<file path="src/rtl/spk_pkg.sv">
// spk_pkg: shared state encoding and sizing helpers for the spike train generator
package spk_pkg;
  typedef enum logic [1:0] {SPK_IDLE = 2'd0, SPK_HIGH = 2'd1, SPK_GAP = 2'd2} spk_state_t;
  function automatic int spk_clog2(input int n);
    int r = 1;
    while ((1 << r) < n) r++;
    return r;
  endfunction
  function automatic int spk_sat(input int w);
    return (1 << w) - 1;
  endfunction
endpackage

</file>
<file path="src/rtl/spike_chan.sv">
// spike_chan: one channel - synchroniser, edge detect, pending queue, spike FSM, watchdog
module spike_chan
  import spk_pkg::*;
#(
  parameter int SYNC_STAGES = 2,
  parameter int PW_CYC      = 2,
  parameter int GAP_CYC     = 2,
  parameter int CNT_W       = 4,
  parameter int WD_CYC      = 256
) (
  input  logic sysClk,
  input  logic reset,
  input  logic en,
  input  logic clr,
  input  logic trig,
  output logic spike,
  output logic busy,
  output logic overflow,
  output logic stall
);
  localparam int TW = spk_clog2(PW_CYC > GAP_CYC ? PW_CYC : GAP_CYC);
  localparam int WW = spk_clog2(WD_CYC);
  localparam logic [CNT_W-1:0] SAT = CNT_W'(spk_sat(CNT_W));
  logic [SYNC_STAGES-1:0] sync;
  logic sync_d, edge_c, edge_q, start, dec, inc;
  spk_state_t state;
  logic [TW-1:0] tmr;
  logic [CNT_W-1:0] pend;
  logic [WW-1:0] wd;
  assign edge_c = sync[SYNC_STAGES-1] & ~sync_d;
  // a clr cycle flushes the queue, so it must not launch a spike either
  assign start = state == SPK_IDLE & en & ~clr & (edge_q | pend != '0);
  assign dec = start & pend != '0;
  assign inc = edge_q & ~(start & pend == '0);
  assign busy = state != SPK_IDLE | pend != '0;
  always_ff @(posedge sysClk or posedge reset) begin
    if (reset) begin
      sync <= '0;
      sync_d <= 1'b0;
      edge_q <= 1'b0;
      state <= SPK_IDLE;
      tmr <= '0;
      spike <= 1'b0;
      pend <= '0;
      overflow <= 1'b0;
      wd <= '0;
      stall <= 1'b0;
    end else begin
      sync <= SYNC_STAGES'({sync, trig});
      sync_d <= sync[SYNC_STAGES-1];
      edge_q <= edge_c;
      if (state == SPK_IDLE) begin
        if (start) begin
          state <= SPK_HIGH;
          tmr <= TW'(PW_CYC - 1);
          spike <= 1'b1;
        end
      end else if (tmr != '0) tmr <= tmr - 1'b1;
      else if (state == SPK_HIGH) begin
        state <= SPK_GAP;
        tmr <= TW'(GAP_CYC - 1);
        spike <= 1'b0;
      end else state <= SPK_IDLE;
      if (clr) begin
        pend <= '0;
        overflow <= 1'b0;
      end else if (inc & ~dec & pend == SAT) overflow <= 1'b1;
      else pend <= pend + CNT_W'(inc) - CNT_W'(dec);
      if (edge_c) begin
        wd <= '0;
        stall <= 1'b0;
      end else if (!en) wd <= '0;
      else if (wd != WW'(WD_CYC - 1)) begin
        wd <= wd + 1'b1;
        stall <= stall | (wd == WW'(WD_CYC - 2));
      end
    end
  end
endmodule

</file>
<file path="src/rtl/spike_train_gen_mc.sv">
// spike_train_gen_mc: N independent edge-to-spike channels sharing enable and flush
module spike_train_gen_mc
  import spk_pkg::*;
#(
  parameter int N_CH        = 4,
  parameter int SYNC_STAGES = 2,
  parameter int PW_CYC      = 2,
  parameter int GAP_CYC     = 2,
  parameter int CNT_W       = 4,
  parameter int WD_CYC      = 256
) (
  input  logic            sysClk,
  input  logic            reset,
  input  logic            en,
  input  logic            clr,
  input  logic [N_CH-1:0] trig_in,
  output logic [N_CH-1:0] spike_out,
  output logic [N_CH-1:0] busy,
  output logic [N_CH-1:0] overflow,
  output logic [N_CH-1:0] stall
);
  for (genvar g = 0; g < N_CH; g++) begin : g_ch
    spike_chan #(
      .SYNC_STAGES(SYNC_STAGES),
      .PW_CYC(PW_CYC),
      .GAP_CYC(GAP_CYC),
      .CNT_W(CNT_W),
      .WD_CYC(WD_CYC)
    ) u_chan (
      .sysClk(sysClk),
      .reset(reset),
      .en(en),
      .clr(clr),
      .trig(trig_in[g]),
      .spike(spike_out[g]),
      .busy(busy[g]),
      .overflow(overflow[g]),
      .stall(stall[g])
    );
  end
endmodule

</file>
<file path="config.mk">
export PLATFORM = sky130hd
export DESIGN_NAME = spike_train_gen_mc
export DESIGN_NICKNAME = d
export VERILOG_FILES = /design/src/rtl/spk_pkg.sv /design/src/rtl/spike_chan.sv /design/src/rtl/spike_train_gen_mc.sv
export SDC_FILE = /design/constraint.sdc
export NUM_CORES = 1
export LEC_CHECK = 0
export ABC_CLOCK_PERIOD_IN_PS = 4000
export CAP_MARGIN = 15
export CORE_ASPECT_RATIO = 1.75
export CORE_MARGIN = 1.5
export CORE_UTILIZATION = 65
export DETAILED_ROUTE_END_ITERATION = 16
export HOLD_SLACK_MARGIN = 0.03
export PLACE_DENSITY = 0.85
export SLEW_MARGIN = 30
export SYNTH_ARGS = -nofsm -noshare
export SYNTH_HDL_FRONTEND = slang
export SYNTH_SLANG_ARGS = --single-unit
</file>
<file path="constraint.sdc">
create_clock -name sysClk -period 4 [get_ports sysClk]
set_clock_uncertainty 0.2 [all_clocks]
set_input_delay 0.4 -clock sysClk [delete_from_list [all_inputs] [get_ports sysClk]]
set_output_delay 0.4 -clock sysClk [all_outputs]
set_load 0.01 [all_outputs]
</file>
* After elaboration in Yosys (flattened, before gate mapping)
Cells that the tools add are included.
** Operators by class
- Shift operators :: 0
- Mux-type cells :: 84
- Multipliers :: 0
- Order comparisons :: 0
- Add/subtract/negate cells :: 16
- Eq/ne operators :: 32
- Div/mod/pow operators :: 0
- Reductions and logical operators :: 44
- Bitwise operators :: 61
** Operator list (number)
- two-way mux 8 bit :: 12
- two-way mux 1 bit :: 48
- nonzero test 2 bit :: 20
- AND 1 bit :: 36
- adder 8 x 1 -> 8 bit (second input constant) :: 4
- == test 8 bit (second input constant) :: 4
- two-way mux 2 bit :: 16
- two-way mux 4 bit :: 8
- inequality test 8 bit (second input constant) :: 4
- adder 4 x 1 -> 4 bit :: 4
- == test 4 bit (second input constant) :: 4
- logical NOT 4 bit :: 4
- inequality test 2 bit (second input constant) :: 8
- AND reduction 2 bit :: 8
- nonzero test 4 bit :: 4
- subtractor 4 x 1 -> 4 bit :: 4
- inverter 1 bit :: 13
- inequality test 3 x 1 -> 1 bit (second input constant) :: 4
- bitwise OR 1 bit :: 12
- AND reduction 3 bit :: 4
- == test 2 x 1 -> 1 bit (second input constant) :: 4
- logical NOT 2 bit :: 4
- inequality test 2 x 1 -> 1 bit (second input constant) :: 4
- subtractor 1 bit (second input constant) :: 4
** Storage, ports and cells
- Memories kept :: 0
- Bits in latches :: 0
- Memory bits (read-only) :: 0
- Bits in writable memories :: 0
- Register bits :: 88
- Input port bits :: 8
- Word-level logic and storage cells :: 277

* Longest topological paths before layout
Gate-level depths: netlist of the first run.
- Depth after elaboration :: 11
- Gate-level depth with buffers :: 11
- Mapped depth without buffers :: 11

* Cells and area by module
A second synthesis of the first run with hierarchy kept.
** Second synthesis, totals
- Cell total of the unflattened synthesis :: 446
- Area, all modules :: 4599.4 µm²
** By module, submodules not included
- spike_chan (g_ch[1].u_chan ...) :: times used 3, cells an instance 112, area each 1148.6 µm²
- spike_chan (g_ch[0].u_chan) :: times used 1, cells an instance 110, area each 1153.6 µm²

* Least setup slack after synthesis of the first run
No wires, ideal clock.
- Kind :: reg-to-reg
- From :: reg g_ch[2].u_chan.pend[2]
- To :: reg g_ch[2].u_chan.pend[3]
- Data arrival time :: 2.387 ns
- Stages on the path, launching flop included :: 12
- Path slack :: 1.314 ns
- Period minus slack after synthesis :: 2.686 ns
- Path buffers :: 0
- Cell sequence :: dfrtp_1 inv_1 ha_1 or3b_2 nand3_1 inv_1 ha_1 inv_1 ha_1 and3_1 or3_1 a311oi_1
** On the way
- Word-level cells in the longest chain between the ends :: 10
** Ends and longest elaborated chain
- start: declaration :: line spike_chan.sv:28 : logic [CNT_W-1:0] pend;
- start signal: assignment :: line spike_chan.sv:68 : else pend <= pend + CNT_W'(inc) - CNT_W'(dec);
- nonzero test 4 bit :: line spike_chan.sv:32, spike_chan.sv:33
- bitwise OR 1 bit :: line spike_chan.sv:32 : assign start = state == SPK_IDLE & en & ~clr & (edge_q | pend != '0);
- AND 1 bit :: line spike_chan.sv:32
- AND 1 bit :: line spike_chan.sv:34 : assign inc = edge_q & ~(start & pend == '0);
- inverter 1 bit :: line spike_chan.sv:34
- AND 1 bit :: line spike_chan.sv:34
- adder 4 x 1 -> 4 bit :: line spike_chan.sv:68
- subtractor 4 x 1 -> 4 bit :: line spike_chan.sv:68
- two-way mux 4 bit :: line spike_chan.sv:67 : end else if (inc & ~dec & pend == SAT) overflow <= 1'b1;
- two-way mux 4 bit :: line spike_chan.sv:64 : if (clr) begin
Parallel ways exist; a longest one is shown, timed or not. The select of a mux whose other input is x is not followed.
A chain may end at the register's enable or synchronous reset.

* Worst setup path after layout of the first run
- From :: in en
- To :: reg g_ch[3].u_chan.pend[3]
** On the way
- Word-level cells in the longest chain between the ends :: 10
** Ends and longest elaborated chain
- start: declaration :: line spike_train_gen_mc.sv:14 : input logic en,
- AND 1 bit (*) (3 in series) :: line spike_chan.sv:32
- AND 1 bit :: line spike_chan.sv:34
- inverter 1 bit :: line spike_chan.sv:34
- AND 1 bit :: line spike_chan.sv:34
- adder 4 x 1 -> 4 bit :: line spike_chan.sv:68
- subtractor 4 x 1 -> 4 bit :: line spike_chan.sv:68
- two-way mux 4 bit :: line spike_chan.sv:67
- two-way mux 4 bit :: line spike_chan.sv:64
- end signal: assignment :: line spike_chan.sv:68
- end: declaration :: line spike_chan.sv:28
Mark *: on every way between the ends. The rest lies on a longest branch, timed or not. The select of a mux whose other input is x is not followed.

==> impl_metrics.toml, run 1 <==
[outcome]
status = "completed"

[global_routing]
grt_pass1_wl_mm = 15.81
use_met3_pct = 4.563
top_usage_layer = "met2"
use_met1_pct = 29.10
grt_overflow_total = 0
grt_pass1_vias = 3563
antenna_found_initial = 0
grt_max_degree = 55
use_met2_pct = 47.00
grtUsageTotal_pct = 26.79

[logic_synthesis]
seq_area_frac_synth_pct = 46.86
synth_edf_count = 0
synth.most_common_cell = "dfrtp_1"
async_reset_ff_share_pct = 100.0
synth_nets = 525
synth_area_leaders = "dfrtp_1 47%, ha_1 9.6%, inv_1 4.1%"
synth_cell_types = 40
synthDominantCellAreaShare_pct = 46.86
synth_area_um2 = 4700
yosysWarnings = 0
synthCells = 477
syn_avg_cell_area_um2 = 9.852
ys_top_cells_by_count = "88 x dfrtp_1, 51 x inv_1, 36 x ha_1"
ys_ff_latch = 88
synth_area_leader_cell = "dfrtp_1"
synthFlopType = "dfrtp_1"

[sta]
finalCritPeriodShare_pct = 74.85
fin_hold_ws_ps = 154.2
tightest_slew_ps = 631.6
fmax_mhz = 334.0
finalHoldViolCount = 0
tns_ps = 0
rsz0062_at_grt = "no"
min_period_ps = 2994
max-slew-margin-rel_pct = 57.89
setup_violations = 0
finalMaxSlewViolations = 0

[pwr]
vdd_drop_max_mv = 0.3351
finalPower_mw = 2.979
clockPowerShare_pct = 28.5
powerDensity_nw_per_um2 = 571.3
swShare_pct = 32.23
p_seq_share_pct = 40.0
p_comb_share_pct = 31.5
p_int_mw = 2.019
p_sw_mw = 0.9602
p_leak_nw = 2.430

[worst_hold_path]
hold_class = "reg2reg"

[place]
numPortBuffers = 23
hpwl_mm = 6.643
globalplace.congestion = 0.8271

[clock_tree]
cts_resized = 0
clock-sinks = 88
cts-root-buf = "clkbuf_16"
numCtsBuffers = 9
cts.reportedPaths.clkPinSlew_ps = 60
cts_tree = "built"
clock_path_buffers = 2
insertion_delay_ps = 340
post_cts_buffers = 0
hold_buffers = 0
h-tree-depth = 3

[route]
antenna_left = 0
drt-wirelength-per-cell_um = 16.01
vias = 3560
dr.pass1.iters = 4
drc = 0
routed_wl_mm = 9.285
vias_per_cell = 6.138
drt_iter0_markers = 285

[finish]
layout-drive-gt1-share_pct = 6.048
antennaDiodeCount = 0
nets = 539
syn_to_final_growth_pct = 10.97

[flow_run]
drv_cap = 0

[critical_path]
endpoint_kind = "register"
critPathLaunchType = "input port"
crit_fanout = 17
path_class = "in2reg"
worst_ep_arrival_time_ps = 3030
cp.required_ps = 4030

[floorplan]
row_count = 40
die_w_um = 67.28
die_h_um = 115.5
core-area_um2 = 6907
io_pins = 24
start_util_pct = 68.04
die-area_um2 = 7769
## stage by stage
stage	area [um2]	std cells	utilization [%]	setup slack (ps)
final	5215	580	75.51	1006
after global routing	5215	580	75.51	822.3
after CTS	5214	580	75.49	1021
after detailed placement	4913	564	71.14	686.7
after global placement	4913	564	71.14	806.5
after floorplan	4700	477	-	1121
## path summary, 6_finish.rpt
check / from / endpoint / slack, ps / depth (start not counted)
max: en / g_ch[3].u_chan.pend[3] / 1010 / 12
min: g_ch[0].u_chan.sync[0] / g_ch[0].u_chan.sync[1] / 150 / 0
max reg2reg: g_ch[3].u_chan.pend[2] / g_ch[3].u_chan.pend[3] / 1060 / 11
min reg2reg: g_ch[0].u_chan.sync[0] / g_ch[0].u_chan.sync[1] / 150 / 0
max in group asynchronous: reset / g_ch[2].u_chan.pend[3] / 2600 / 3
min in group asynchronous: reset / g_ch[0].u_chan.stall / 310 / 2
## worst max-delay path, stage by stage
cell             delay (ps)
clkdlybuf4s50_1         450
buf_4                   200
nor2b_1                 160
buf_4                   180
nand3_1                 110
and2_1                  190
ha_1                    280
inv_1                    50
ha_1                    190
and3_1                  190
or3_1                   340
a311oi_1                290
## placed cells by master (no fill, tap or decap), types with 6 or more instances in the layout
cell type,netlist,routed
a211oi_1,11,11
a21o_1,6,6
a21oi_1,28,28
a311oi_1,6,6
a31oi_1,15,15
and2_1,6,6
and3_1,9,9
clkbuf_16,0,9
clkdlybuf4s50_1,0,23
dfrtp_1,88,88
ha_1,36,36
inv_1,51,50
nand2_1,33,33
nand2b_1,8,8
nand3_1,21,21
nand4_1,8,8
nor2_1,26,26
nor3_1,20,20
nor3b_1,8,8
o21ai_0,10,10
o31ai_1,10,10
or3_1,7,7
## cells by family (layout without fill, tap and decap cells)
group	after synthesis	count (layout)	synth area share (%)
simple gates	172	172	20.02
compound gates	94	94	12.97
flops	88	88	46.86
buf+inv	76	95	7.481
fa+ha+maj	40	40	11.29
xor+xnor	4	4	0.7454
mux	3	3	0.6390
## power by group through the flow
stage | Sequential (mW) | Combinational, mW | Clock (mW)
2_1_floorplan | 1.16 | 0.736 | 0
3_3_place_gp | 1.19 | 0.870 | 0
3_5_place_dp | 1.21 | 0.933 | 0
4_1_cts | 1.19 | 0.946 | 0.854
5_1_grt | 1.22 | 1.06 | 0.889
6_report | 1.19 | 0.937 | 0.850
## flip-flops by register name (all words and copies together), names as in the netlist
register / count
g_ch.u_chan.wd: 32
g_ch.u_chan.state: 8
g_ch.u_chan.stall: 4
g_ch.u_chan.sync_d: 4
g_ch.u_chan.sync: 8
g_ch.u_chan.pend: 16
g_ch.u_chan.spike: 4
g_ch.u_chan.edge_q: 4
g_ch.u_chan.overflow: 4
g_ch.u_chan.tmr: 4
## layer usage
layer	wire [um]	vias to the layer above
li1	-	1707
met1	3443	1736
met2	5186	83
met3	256	34
met4	399	0
met5	0	-
## layout make-up
type	count	area (um2)
clock inverters	3	40.04
multi-input cells	313	2146
inverters	51	193.9
well taps	84	105.1
clock buffers	13	260.3
repair buffers	28	267.8
flip-flops and latches	88	2202
fillers	490	1692
(Power assumes the default switching activity.)
==> inputs of run 2 (changes only) <==
Settings changed: ABC_CLOCK_PERIOD_IN_PS 4000 to 2870, CORE_UTILIZATION 65 to 60, PLACE_DENSITY 0.85 to 0.8.
Clock period 4 ns to 2.87 ns, I/O delays scaled along.
==> run 2 against run 1 <==
Compared with the run above:
- sequential share of layout area shrank 1.2 points
- highest routed layer unchanged
- clock-buffer cell count shrank 4
- first-iteration DRC count shrank 17%
- combinational power grew 61%
- wire length grew 4.6%
- largest power group unchanged
- design area grew 3.0%
==> impl_metrics.toml, run 2 (synthesis gave the netlist of run 1 again) <==
[clock_tree]
cts_tree = "built"
numCtsBuffers = 9
h-tree-depth = 3
insertion_delay_ps = 350
clock_path_buffers = 2
cts.reportedPaths.clkPinSlew_ps = 70
cts-root-buf = "clkbuf_16"
clock-sinks = 88

[pwr]
p_seq_share_pct = 38.3
powerDensity_nw_per_um2 = 814.3
p_leak_nw = 2.482
clockPowerShare_pct = 27.2
swShare_pct = 34.02
vdd_drop_max_mv = 0.5524
p_int_mw = 2.887
p_comb_share_pct = 34.4
p_sw_mw = 1.489

[critical_path]
worst_ep_arrival_time_ps = 2890
endpoint_kind = "register"
r2r_setup_slack_ps = 40
path_class = "reg2reg"
cp.required_ps = 2930
crit_slowest_cell = "dfrtp_1"
r2r_start = "g_ch[3].u_chan.pend[2]"
rr_endpoint = "g_ch[3].u_chan.pend[3]"
crit_fanout = 2
cpMostUsedCell = "ha_1"
crit_buf_inv = 2
reg2reg_depth = 11
critical_path.cell_chain = "inv_2, ha_2, nor3b_2, nand3_1, and2_1, ha_1, inv_1, ha_1, and3_1, or3_1, a311oi_2"
critPathLaunchType = "register"
cp_top_family = "simple AND/OR/NAND/NOR gates"
max_stage_delay_ps = 400

[outcome]
status = "completed"

[floorplan]
die-area_um2 = 8393
die_w_um = 69.90
row_count = 42
die_h_um = 120.1
io_pins = 24
start_util_pct = 62.10
core-area_um2 = 7567

[finish]
largestRegisters = "g_ch.u_chan.wd (32), g_ch.u_chan.pend (16)"
nets = 547
fillerInstances = 543
most-common-layout-cells = "88 x dfrtp_1, 43 x inv_1, 34 x ha_1"
layout-drive-gt1-share_pct = 11.90
largest_register_ffs = 32
syn_to_final_growth_pct = 14.35
final_core_util_pct = 71.02
multi_input_area_um2 = 2225
regMostFlops = "g_ch.u_chan.wd"
seq_area_um2 = 2202
final_common_cell = "dfrtp_1"
antennaDiodeCount = 0

[route]
antenna_left = 0
vias = 3576
vias_per_cell = 6.041
dr.pass1.iters = 4
drc = 0
routed_wl_mm = 9.710
drt_iter0_markers = 236
drt-wirelength-per-cell_um = 16.40

[global_routing]
grt_max_degree = 89
grt_pass1_wl_mm = 16.29
antenna_found_initial = 0
grt_pass1_vias = 3681
grt_overflow_total = 0
grtUsageTotal_pct = 24.56

[place]
globalplace.congestion = 0.8756
hpwl_mm = 6.588
numPortBuffers = 23
dp_slack_ps = -137.3

[sta]
tightest_slew_ps = 634.9
fin_ws_ps = 41.44
finalHoldViolCount = 0
setup_violations = 0
max-slew-margin-rel_pct = 57.23
finalMaxSlewViolations = 0
fmax_mhz = 353.5
min_period_ps = 2829
finalCritPeriodShare_pct = 98.56
fin_hold_ws_ps = 151.2

[flow_run]
drv_cap = 0

[worst_hold_path]
hold_class = "in2async"
## run 2: power by group through the flow
stage	clock (mW)	sequential, mW	combinational (mW)
floorplan	0	1.62	1.03
global placement	0	1.67	1.26
detailed placement	0	1.68	1.33
CTS	1.21	1.66	1.39
global route	1.27	1.71	1.67
finish	1.19	1.68	1.51
## run 2: layout make-up
| class | count | share of cell area [%] |
|---|---|---|
| multi-input cells | 313 | 41.40 |
| flip-flops and latches | 88 | 40.98 |
| repair buffers | 36 | 6.333 |
| clock buffers | 9 | 4.191 |
| inverters | 51 | 3.586 |
| well taps | 88 | 2.049 |
| clock inverters | 7 | 1.467 |
## run 2: how the worst max path moves through the flow
stage	startpoint	endpoint	slack [ps]	cells past startpoint
6_report	g_ch[3].u_chan.pend[2]	g_ch[3].u_chan.pend[3]	40	11
5_1_grt	g_ch[3].u_chan.pend[2]	g_ch[3].u_chan.pend[3]	-50	11
4_1_cts	g_ch[3].u_chan.pend[2]	g_ch[3].u_chan.pend[3]	7	11
3_5_place_dp	en	g_ch[2].u_chan.pend[3]	-140	11
3_3_place_gp	en	g_ch[0].u_chan.pend[3]	-60	11
2_1_floorplan	reset	g_ch[0].u_chan.edge_q	100	1
## run 2: worst min-delay path, cell delays in order
cell	delay (ps)
clkdlybuf4s50_1	420
clkinv_2	70
buf_12	360
## run 2: repair_timing
action | 4_1_cts | 5_1_grt
setup buffers | 3 | 1
resized for setup | 3 | 22
setup endpoints to repair | 3 | 9
pin swaps | 1 | 3
hold buffers | 0 | 0
endpoints found under the hold margin | 0 | 0
cloned | 0 | 0
## run 2: per-stage QoR
| stage | setup TNS [ps] | instance area, um2 | std cells | power (mW) |
|---|---|---|---|---|
| final | 0 | 5374 | 592 | 4.376 |
| after global routing | -115.4 | 5374 | 592 | 4.653 |
| after CTS | 0 | 5298 | 591 | 4.257 |
| after detailed placement | -700.8 | 4961 | 572 | 3.019 |
| after global placement | -325.9 | 4961 | 572 | 2.921 |
| after floorplan | 0 | 4700 | 477 | 2.646 |
## run 2: routing by layer
| metal | GRT usage, % | vias up | routed length (um) |
|---|---|---|---|
| li1 | - | 1726 | - |
| met3 | 4.954 | 15 | 260 |
| met5 | 0 | - | 0 |
| met4 | 11.78 | 0 | 185 |
| met1 | 25.96 | 1781 | 3740 |
| met2 | 45.54 | 54 | 5523 |
==> inputs of run 3 (changes only) <==
Settings changed: ABC_CLOCK_PERIOD_IN_PS 2870 to 3400, CORE_UTILIZATION 60 to 65, PLACE_DENSITY 0.8 to 0.85.
Clock period 2.87 ns to 3.4 ns, I/O delays scaled along.
==> run 3 against run 2 <==
Compared with the run above:
- cell count down 2.2%
- die area down 7.4%
- non-clock buffer count down 9
- via count up 0.59%
- sequential cell count unchanged
- power down 19%
- largest power group unchanged
==> impl_metrics.toml, run 3 (synthesis gave the netlist of run 1 again) <==
[outcome]
status = "completed"

[clock_tree]
hold_buffers = 0
cts.reportedPaths.clkPinSlew_ps = 60
insertion_delay_ps = 350
clock_path_buffers = 2
clock-sinks = 88
cts-root-buf = "clkbuf_16"
cts_resized = 0
numCtsBuffers = 9
cts_tree = "built"
h-tree-depth = 3
post_cts_buffers = 0

[critical_path]
endpoint_kind = "register"
r2r_start = "g_ch[0].u_chan.pend[2]"
critPathLaunch = "g_ch[0].u_chan.pend[2]"
cp.required_ps = 3440
rr_endpoint = "g_ch[0].u_chan.pend[3]"
path_class = "reg2reg"
r2r_setup_slack_ps = 420
worst_ep_arrival_time_ps = 3020
crit_fanout = 3
crit_end = "g_ch[0].u_chan.pend[3]"
critPathLaunchType = "register"
reg2reg_depth = 11

[pwr]
p_leak_nw = 2.436
finalPower_mw = 3.547
powerDensity_nw_per_um2 = 678.0
vdd_drop_max_mv = 0.4821

[global_routing]
grt_overflow_total = 0
grtUsageTotal_pct = 26.33
grt_max_degree = 47
antenna_found_initial = 0
grt_pass1_vias = 3540
grt_pass1_wl_mm = 15.53

[place]
numPortBuffers = 23
globalplace.congestion = 0.8390
dp_cells = 563
hpwl_mm = 6.539
placed_cell_area_um2 = 4918

[floorplan]
start_util_pct = 68.04
die_w_um = 67.28
die-area_um2 = 7769
io_pins = 24
core-area_um2 = 6907
die_h_um = 115.5
row_count = 40

[route]
drt_iter0_markers = 193
antenna_left = 0
vias = 3597
routed_wl_mm = 9.119
vias_per_cell = 6.212
drt-wirelength-per-cell_um = 15.75
dr.pass1.iters = 4
drc = 0

[finish]
final_common_cell = "dfrtp_1"
largestRegisters = "g_ch.u_chan.wd (32), g_ch.u_chan.pend (16)"
nets = 538
antennaDiodeCount = 0
regMostFlops = "g_ch.u_chan.wd"
largest_register_ffs = 32
syn_to_final_growth_pct = 11.32
final_cells = 579
layout-drive-gt1-share_pct = 6.061
most-common-layout-cells = "88 x dfrtp_1, 50 x inv_1, 36 x ha_1"
fin_area_um2 = 5231
fillerInstances = 481

[sta]
fmax_mhz = 336.0
setup_violations = 0
rsz0062_at_grt = "no"
min_period_ps = 2976
tns_ps = 0
finalCritPeriodShare_pct = 87.54
finalMaxSlewViolations = 0
max-slew-margin-rel_pct = 49.63
finalHoldViolCount = 0
tightest_slew_ps = 754.7

[flow_run]
drv_cap = 0

[worst_hold_path]
hold_class = "reg2reg"
run 3: changes by cell type in the layout (fill, tap and decap cells not counted), moves of 5 or more:
cell	change
nand3_2	-5
inv_1	+7
inv_2	-7
nand3_1	+5
buf_4	-9
run 3: per-stage QoR:
step | hold WS [ps] | utilization (%) | setup slack, ps
6_report | 147.8 | 75.74 | 423.7
5_1_grt | 162.9 | 75.74 | 282.5
3_5_place_dp | 135.6 | 71.21 | 300.7
4_1_cts | 149.9 | 75.74 | 459.1
3_3_place_gp | 133.2 | 71.21 | 429.2
2_1_floorplan | 131.2 | - | 581.4
run 3: cell type report:
cell class | count | area (um2) | share of cell area, %
clock inverter | 6 | 83.83 | 1.602
tap | 84 | 105.1 | 2.009
clock buffer | 10 | 229.0 | 4.377
inverter | 51 | 192.7 | 3.683
multi-input combinational | 313 | 2146 | 41.02
sequential | 88 | 2202 | 42.10
timing repair buffer | 27 | 272.8 | 5.214
run 3: power breakdown:
| group | switching [mW] | internal, mW |
|---|---|---|
| logic | 0.556 | 0.548 |
| registers | 0.186 | 1.22 |
| clock network | 0.396 | 0.641 |
| total | 1.14 | 2.41 |
run 3: routing by layer:
metal / track usage, % / up-vias / wire length, um
met5: 0 / - / 0
met4: 11.29 / 0 / 241
met3: 5.631 / 26 / 287
met2: 48.05 / 69 / 5147
met1: 28.49 / 1802 / 3442
li1: - / 1700 / -
run 3: worst max-delay path, stage by stage, from the launching register on:
cell      delay [ps]
dfrtp_1          400
inv_1            100
ha_1             160
nor3b_1          300
nand3_1          170
and2_1           190
ha_1             270
inv_1             40
ha_1             200
and3_1           200
or3_1            340
a311oi_1         290
run 3: worst min path at each step:
| stage | start | to | slack, ps | cells after the start |
|---|---|---|---|---|
| 2_1_floorplan | g_ch[0].u_chan.sync[0] | g_ch[0].u_chan.sync[1] | 130 | 0 |
| 3_3_place_gp | g_ch[0].u_chan.sync[0] | g_ch[0].u_chan.sync[1] | 130 | 0 |
| 3_5_place_dp | g_ch[3].u_chan.sync[0] | g_ch[3].u_chan.sync[1] | 140 | 0 |
| 4_1_cts | g_ch[3].u_chan.sync[0] | g_ch[3].u_chan.sync[1] | 150 | 0 |
| 5_1_grt | g_ch[0].u_chan.sync[0] | g_ch[0].u_chan.sync[1] | 160 | 0 |
| 6_report | g_ch[3].u_chan.sync[0] | g_ch[3].u_chan.sync[1] | 150 | 0 |
